File: src/rtl/life_display_if.sv
// rtl/life_display_if.sv - board input and LED-matrix output bundle for life_display
interface life_display_if;
    logic [63:0] board;
    logic        freeze;
    logic [7:0]  row;
    logic [7:0]  col;
    logic        frame_start;
    logic [15:0] frame_cnt;

    modport master (
        output board, freeze,
        input  row, col, frame_start, frame_cnt
    );

    modport slave (
        input  board, freeze,
        output row, col, frame_start, frame_cnt
    );
endinterface

File: src/rtl/life_display.sv
// rtl/life_display.sv - row-scanning 8x8 LED driver with frame-start board snapshot
module life_display #(
    parameter int unsigned DIV   = 1000,
    parameter int unsigned BLANK = 2
) (
    input  logic          clk,
    input  logic          reset,
    life_display_if.slave bus
);
    localparam int unsigned DW = $clog2(DIV);

    logic [DW-1:0] div_cnt;
    logic [2:0]    row_idx;
    logic [63:0]   snap;
    logic [15:0]   frame_cnt_q;

    logic          at_wrap;
    logic          frame_start_c;
    logic          blanking;
    logic [7:0]    row_d;
    logic [7:0]    col_d;

    assign at_wrap       = (div_cnt == DW'(DIV - 1));
    assign frame_start_c = !reset && (div_cnt == '0) && (row_idx == 3'd0);
    assign blanking      = (div_cnt < DW'(BLANK));

    always_ff @(posedge clk) begin
        if (reset) begin
            div_cnt     <= '0;
            row_idx     <= 3'd0;
            snap        <= 64'd0;
            frame_cnt_q <= 16'd0;
        end else begin
            if (at_wrap) begin
                div_cnt <= '0;
                row_idx <= row_idx + 3'd1;
            end else begin
                div_cnt <= div_cnt + DW'(1);
            end
            // Count every frame even when frozen; only the capture is suppressed.
            if (frame_start_c) begin
                frame_cnt_q <= frame_cnt_q + 16'd1;
                if (!bus.freeze) begin
                    snap <= bus.board;
                end
            end
        end
    end

    always_comb begin
        row_d = 8'd0;
        col_d = 8'd0;
        if (!reset && !blanking) begin
            row_d = 8'd1 << row_idx;
            col_d = snap[{row_idx, 3'b000} +: 8];
        end
    end

    assign bus.row         = row_d;
    assign bus.col         = col_d;
    assign bus.frame_start = frame_start_c;
    assign bus.frame_cnt   = frame_cnt_q;
endmodule

File: src/flat_wrapper.sv
// flat-port wrapper written by rule: the top's interface ports become plain ports
module life_display_flat 
#(
    parameter int unsigned DIV   = 1000,
    parameter int unsigned BLANK = 2
)
  (clk, reset, bus_board, bus_freeze, bus_row, bus_col, bus_frame_start, bus_frame_cnt);
  life_display_if bus_i ();
  input  logic clk;
  input  logic reset;
  input wire logic [$bits(bus_i.board)-1:0] bus_board;
  input wire logic [$bits(bus_i.freeze)-1:0] bus_freeze;
  output wire logic [$bits(bus_i.row)-1:0] bus_row;
  output wire logic [$bits(bus_i.col)-1:0] bus_col;
  output wire logic [$bits(bus_i.frame_start)-1:0] bus_frame_start;
  output wire logic [$bits(bus_i.frame_cnt)-1:0] bus_frame_cnt;
  assign bus_i.board = bus_board;
  assign bus_i.freeze = bus_freeze;
  assign bus_row = bus_i.row;
  assign bus_col = bus_i.col;
  assign bus_frame_start = bus_i.frame_start;
  assign bus_frame_cnt = bus_i.frame_cnt;
  life_display #(.DIV(DIV), .BLANK(BLANK)) u_core (.clk(clk), .reset(reset), .bus(bus_i));
endmodule
File: config.mk
export PLATFORM = sky130hd
export DESIGN_NAME = life_display_flat
export DESIGN_NICKNAME = d
export VERILOG_FILES = /design/src/rtl/life_display_if.sv /design/src/rtl/life_display.sv /design/src/flat_wrapper.sv
export SDC_FILE = /design/constraint.sdc
export NUM_CORES = 1
export LEC_CHECK = 0
export CORE_MARGIN = 4
export CORE_UTILIZATION = 50
export DETAILED_ROUTE_END_ITERATION = 16
export PLACE_DENSITY = 0.84
export SLEW_MARGIN = 20
export SYNTH_ARGS = -nofsm -noshare
export SYNTH_HDL_FRONTEND = slang
export SYNTH_SLANG_ARGS = --single-unit
File: constraint.sdc
create_clock -name clk -period 3.4 [get_ports clk]
set_input_delay 0.68 -clock clk [delete_from_list [all_inputs] [get_ports clk]]
set_output_delay 0.68 -clock clk [all_outputs]
set_load 0.01 [all_outputs]
==> impl_metrics.csv <==
group,metric,value,unit
die,num_rows,32,
cts,clkSinkCount,93,
setup_path,r2r_slack,0.92,ns
setup_path,crit_required,2.72,ns
finish,syn2layout_area_growth,31.1,%
setup_path,ff2ff_path_depth,7,
timing,finalSetupTns,0,ns
power,power_density,406,mW/mm2
cts,cts_buffers,9,
die,num_io_pins,100,
route,via_per_inst,5.50,
min_path,min_delay_worst_endpoint,"u_core.snap[29]$_SDFFE_PP0P_",
setup_path,cp.arrival,2.52,ns
setup_path,critPathMaxStageDelay,0.79,ns
timing,worst_pin_slew,0.842,ns
timing,fin_crit_sh,0.941,
run_status,outcome,"finished clean",
job,maxCapViolCount,0,
setup_path,reg2reg_to,"u_core.snap[1]$_SDFFE_PP0P_",
die,die_y,98.9,um
die,initial_core_util,0.524,
route,dr_total_vias,3710,
finish,multi_input_area,0.00211,mm2
route,drt_wl_total,10.5,mm
placement,dp_cells,658,
timing,hold_viol_final,0,
setup_path,slowest_stage,"dfxtp_1",
cts,cts_tree,"yes",
setup_path,crit_path_start_kind,"flop",
finish,fin_cells,674,
route,antenna_left,0,
global_route,grt_pass1_vias,3631,
logic_synthesis,syn_nets,556,
power,vdd.ir_drop.worst,0.232,mV
placement,gp_congestion,0.840,
placement,io_buffers,99,
min_path,hold-path-cell-count,2,
logic_synthesis,synth-edff-count,0,
route,detail_route.first_pass.iterations,5,
cts,cts_root_buf,"clkbuf_8",
cts,clock_path_buffers,2,
logic_synthesis,synth_area,0.00413,mm2
cts,clk_latency,0.35,ns
setup_path,critPathBufInv,3,
finish,fill_cells,582,
route,drc_errors,0,
cts,clk_pin_slew,0.08,ns
timing,setup_viol,0,
die,core_area,0.00789,mm2
setup_path,cp_top_family,"flip-flops",
timing,finalMaxSlewViolations,0,
logic_synthesis,postSynthAreaPerCell,8.61,um2
placement,hpwl,7.72,mm
logic_synthesis,ys_warn_count,0,
timing,rsz0062_at_grt,"no",
route,drt_iter0_drc,246,
cts,hold_buffers,0,
finish,layout-drive-gt1-share,0.0804,
cts,htreeDepth,3,
cts,cts-resized-gates,0,
cts,cts_setup_buffers,0,
timing,relSlewSlack,0.438,
logic_synthesis,async_reset_ff_frac,0,
min_path,hp-start,"u_core.snap[29]$_SDFFE_PP0P_",
global_route,grt_pass1_wl,17.1,mm
logic_synthesis,synth.distinct_cells,32,
setup_path,cp_max_fo,13,
setup_path,crit_path_frequent_cell,"inv_1",
logic_synthesis,synth-main-ff-cell,"dfxtp_1",
timing,fmax,0.313,GHz
finish,antenna_cells,0,
die,dieArea,0.00979,mm2
die,chipWidth,98.9,um
global_route,overflow,0,
setup_path,timing.rr.start,"u_core.row_idx[1]$_SDFFE_PP0N_",
power,p_leak,1.88,nW
setup_path,endpoint_kind,"output port",
logic_synthesis,ys_ff_latch,93,
finish,seqCellArea,0.00186,mm2
timing,finalClockSkew,0.00721,ns
setup_path,crit_chain,"inv_1 -> ha_1 -> and4bb_1 -> nand3_1 -> inv_1 -> clkdlybuf4s50_1",
global_route,antenna_found_initial,0,
global_route,grt_max_degree,87,
logic_synthesis,synthCells,480,
global_route,grt_use_total,0.215,
setup_path,crit_type,"reg2out",
min_path,min-delay-path-class,"reg2reg",
timing,period_needed,3.20,ns
logic_synthesis,synth_seq_area_share,0.450,
finish,nets,643,
route,routedWlPerCell,15.6,um
[cell families after synthesis]
kind of cell,Yosys count,synth area share
buffers and inverters,41,0.0396
flip-flops,93,0.450
adder cells (fa/ha/maj),9,0.0272
multiplexers,20,0.0972
XOR/XNOR,10,0.0212
AO/OA/AOI/OAI,97,0.130
AND/OR/NAND/NOR,210,0.235
[how the worst max path moves through the flow]
| stage | to | start | slack (ns) | cells after the start |
|---|---|---|---|---|
| 4_1_cts | bus_frame_start | u_core.row_idx[1]$_SDFFE_PP0N_ | 0.18 | 6 |
| 5_1_grt | bus_frame_start | u_core.row_idx[1]$_SDFFE_PP0N_ | 0.02 | 6 |
| 3_5_place_dp | bus_col[5] | reset | 0.56 | 5 |
| 6_report | bus_frame_start | u_core.row_idx[1]$_SDFFE_PP0N_ | 0.20 | 6 |
| 2_1_floorplan | bus_frame_start | u_core.row_idx[0]$_SDFFE_PP0N_ | 0.74 | 7 |
| 3_3_place_gp | bus_col[4] | reset | 0.58 | 5 |
[cell type report]
cell class | instances | share of cell area
Tap cell | 102 | 0.0236
Sequential cell | 93 | 0.344
Multi-Input combinational cell | 346 | 0.389
Timing Repair Buffer | 107 | 0.195
Clock buffer | 10 | 0.0254
Inverter | 10 | 0.00693
Clock inverter | 6 | 0.0159
[cell usage in the layout, fill, tap and decap left out, drive strengths merged, types with 7 or more instances in the layout]
cell type,instances
nand2,138
clkdlybuf4s50,98
dfxtp,93
a21oi,76
mux4,16
nor2,16
inv,10
clkbuf,10
nand3,9
ha,9
buf,9
a22o,8
nand4,8
xnor2,8
o31ai,8
and2,7
or4,7
[worst register-to-register path: cells and delay by family (launching register included)]
kind | cells | cell delay, ns
buffers and inverters | 2 | 0.43
AO/OA/AOI/OAI | 1 | 0.07
adder cells (fa/ha/maj) | 1 | 0.26
AND/OR/NAND/NOR | 3 | 0.78
flip-flops | 1 | 0.79
[report_power, final]
| part | switching [mW] | internal (mW) | total (mW) |
|---|---|---|---|
| sequential | 0.0252 | 1.13 | 1.15 |
| combinational | 0.112 | 0.127 | 0.239 |
| clock | 0.375 | 0.433 | 0.808 |
| total | 0.512 | 1.69 | 2.20 |
[layer usage]
metal,up-vias,share of wire,track usage,wire (um)
met5,-,0,0,0
met4,0,0.021,0.0935,218
met3,19,0.068,0.0368,717
met2,145,0.51,0.370,5370
met1,1714,0.40,0.264,4230
li1,1832,-,-,-
[flip-flops by register name, indices dropped and copies added, names as in the netlist]
signal,flops
u_core.bus.frame_cnt,16
u_core.div_cnt,10
u_core.snap,64
u_core.row_idx,3
[cells in the mapped netlist, types with 4 or more instances]
library cell,count,share of area
nand4_1,8,0.012
a21oi_1,76,0.092
nand2_1,138,0.13
a22o_1,8,0.017
clkbuf_1,22,0.020
nand3_1,9,0.011
xnor2_1,8,0.017
inv_1,10,0.0091
ha_1,9,0.027
and4_1,4,0.0085
nor2_1,16,0.015
or4_1,7,0.013
mux4_2,16,0.087
buf_2,8,0.0097
and2_1,7,0.011
o21ai_0,4,0.0048
o31ai_1,8,0.015
and3_1,6,0.0091
dfxtp_1,93,0.45
[per-stage QoR]
| step | worst slack [ns] | util | cell area, um2 | power (mW) | hold slack, ns |
|---|---|---|---|---|---|
| 2_1_floorplan | 0.741 | - | 4130 | 1.29 | 0.429 |
| 3_3_place_gp | 0.582 | 0.659 | 5190 | 1.41 | 0.436 |
| 3_5_place_dp | 0.563 | 0.659 | 5190 | 1.41 | 0.445 |
| 4_1_cts | 0.184 | 0.687 | 5420 | 2.21 | 0.456 |
| 5_1_grt | 0.0242 | 0.687 | 5420 | 2.28 | 0.472 |
| 6_report | 0.201 | 0.687 | 5420 | 2.20 | 0.452 |
No activity file was read; power rests on OpenSTA's default activity.
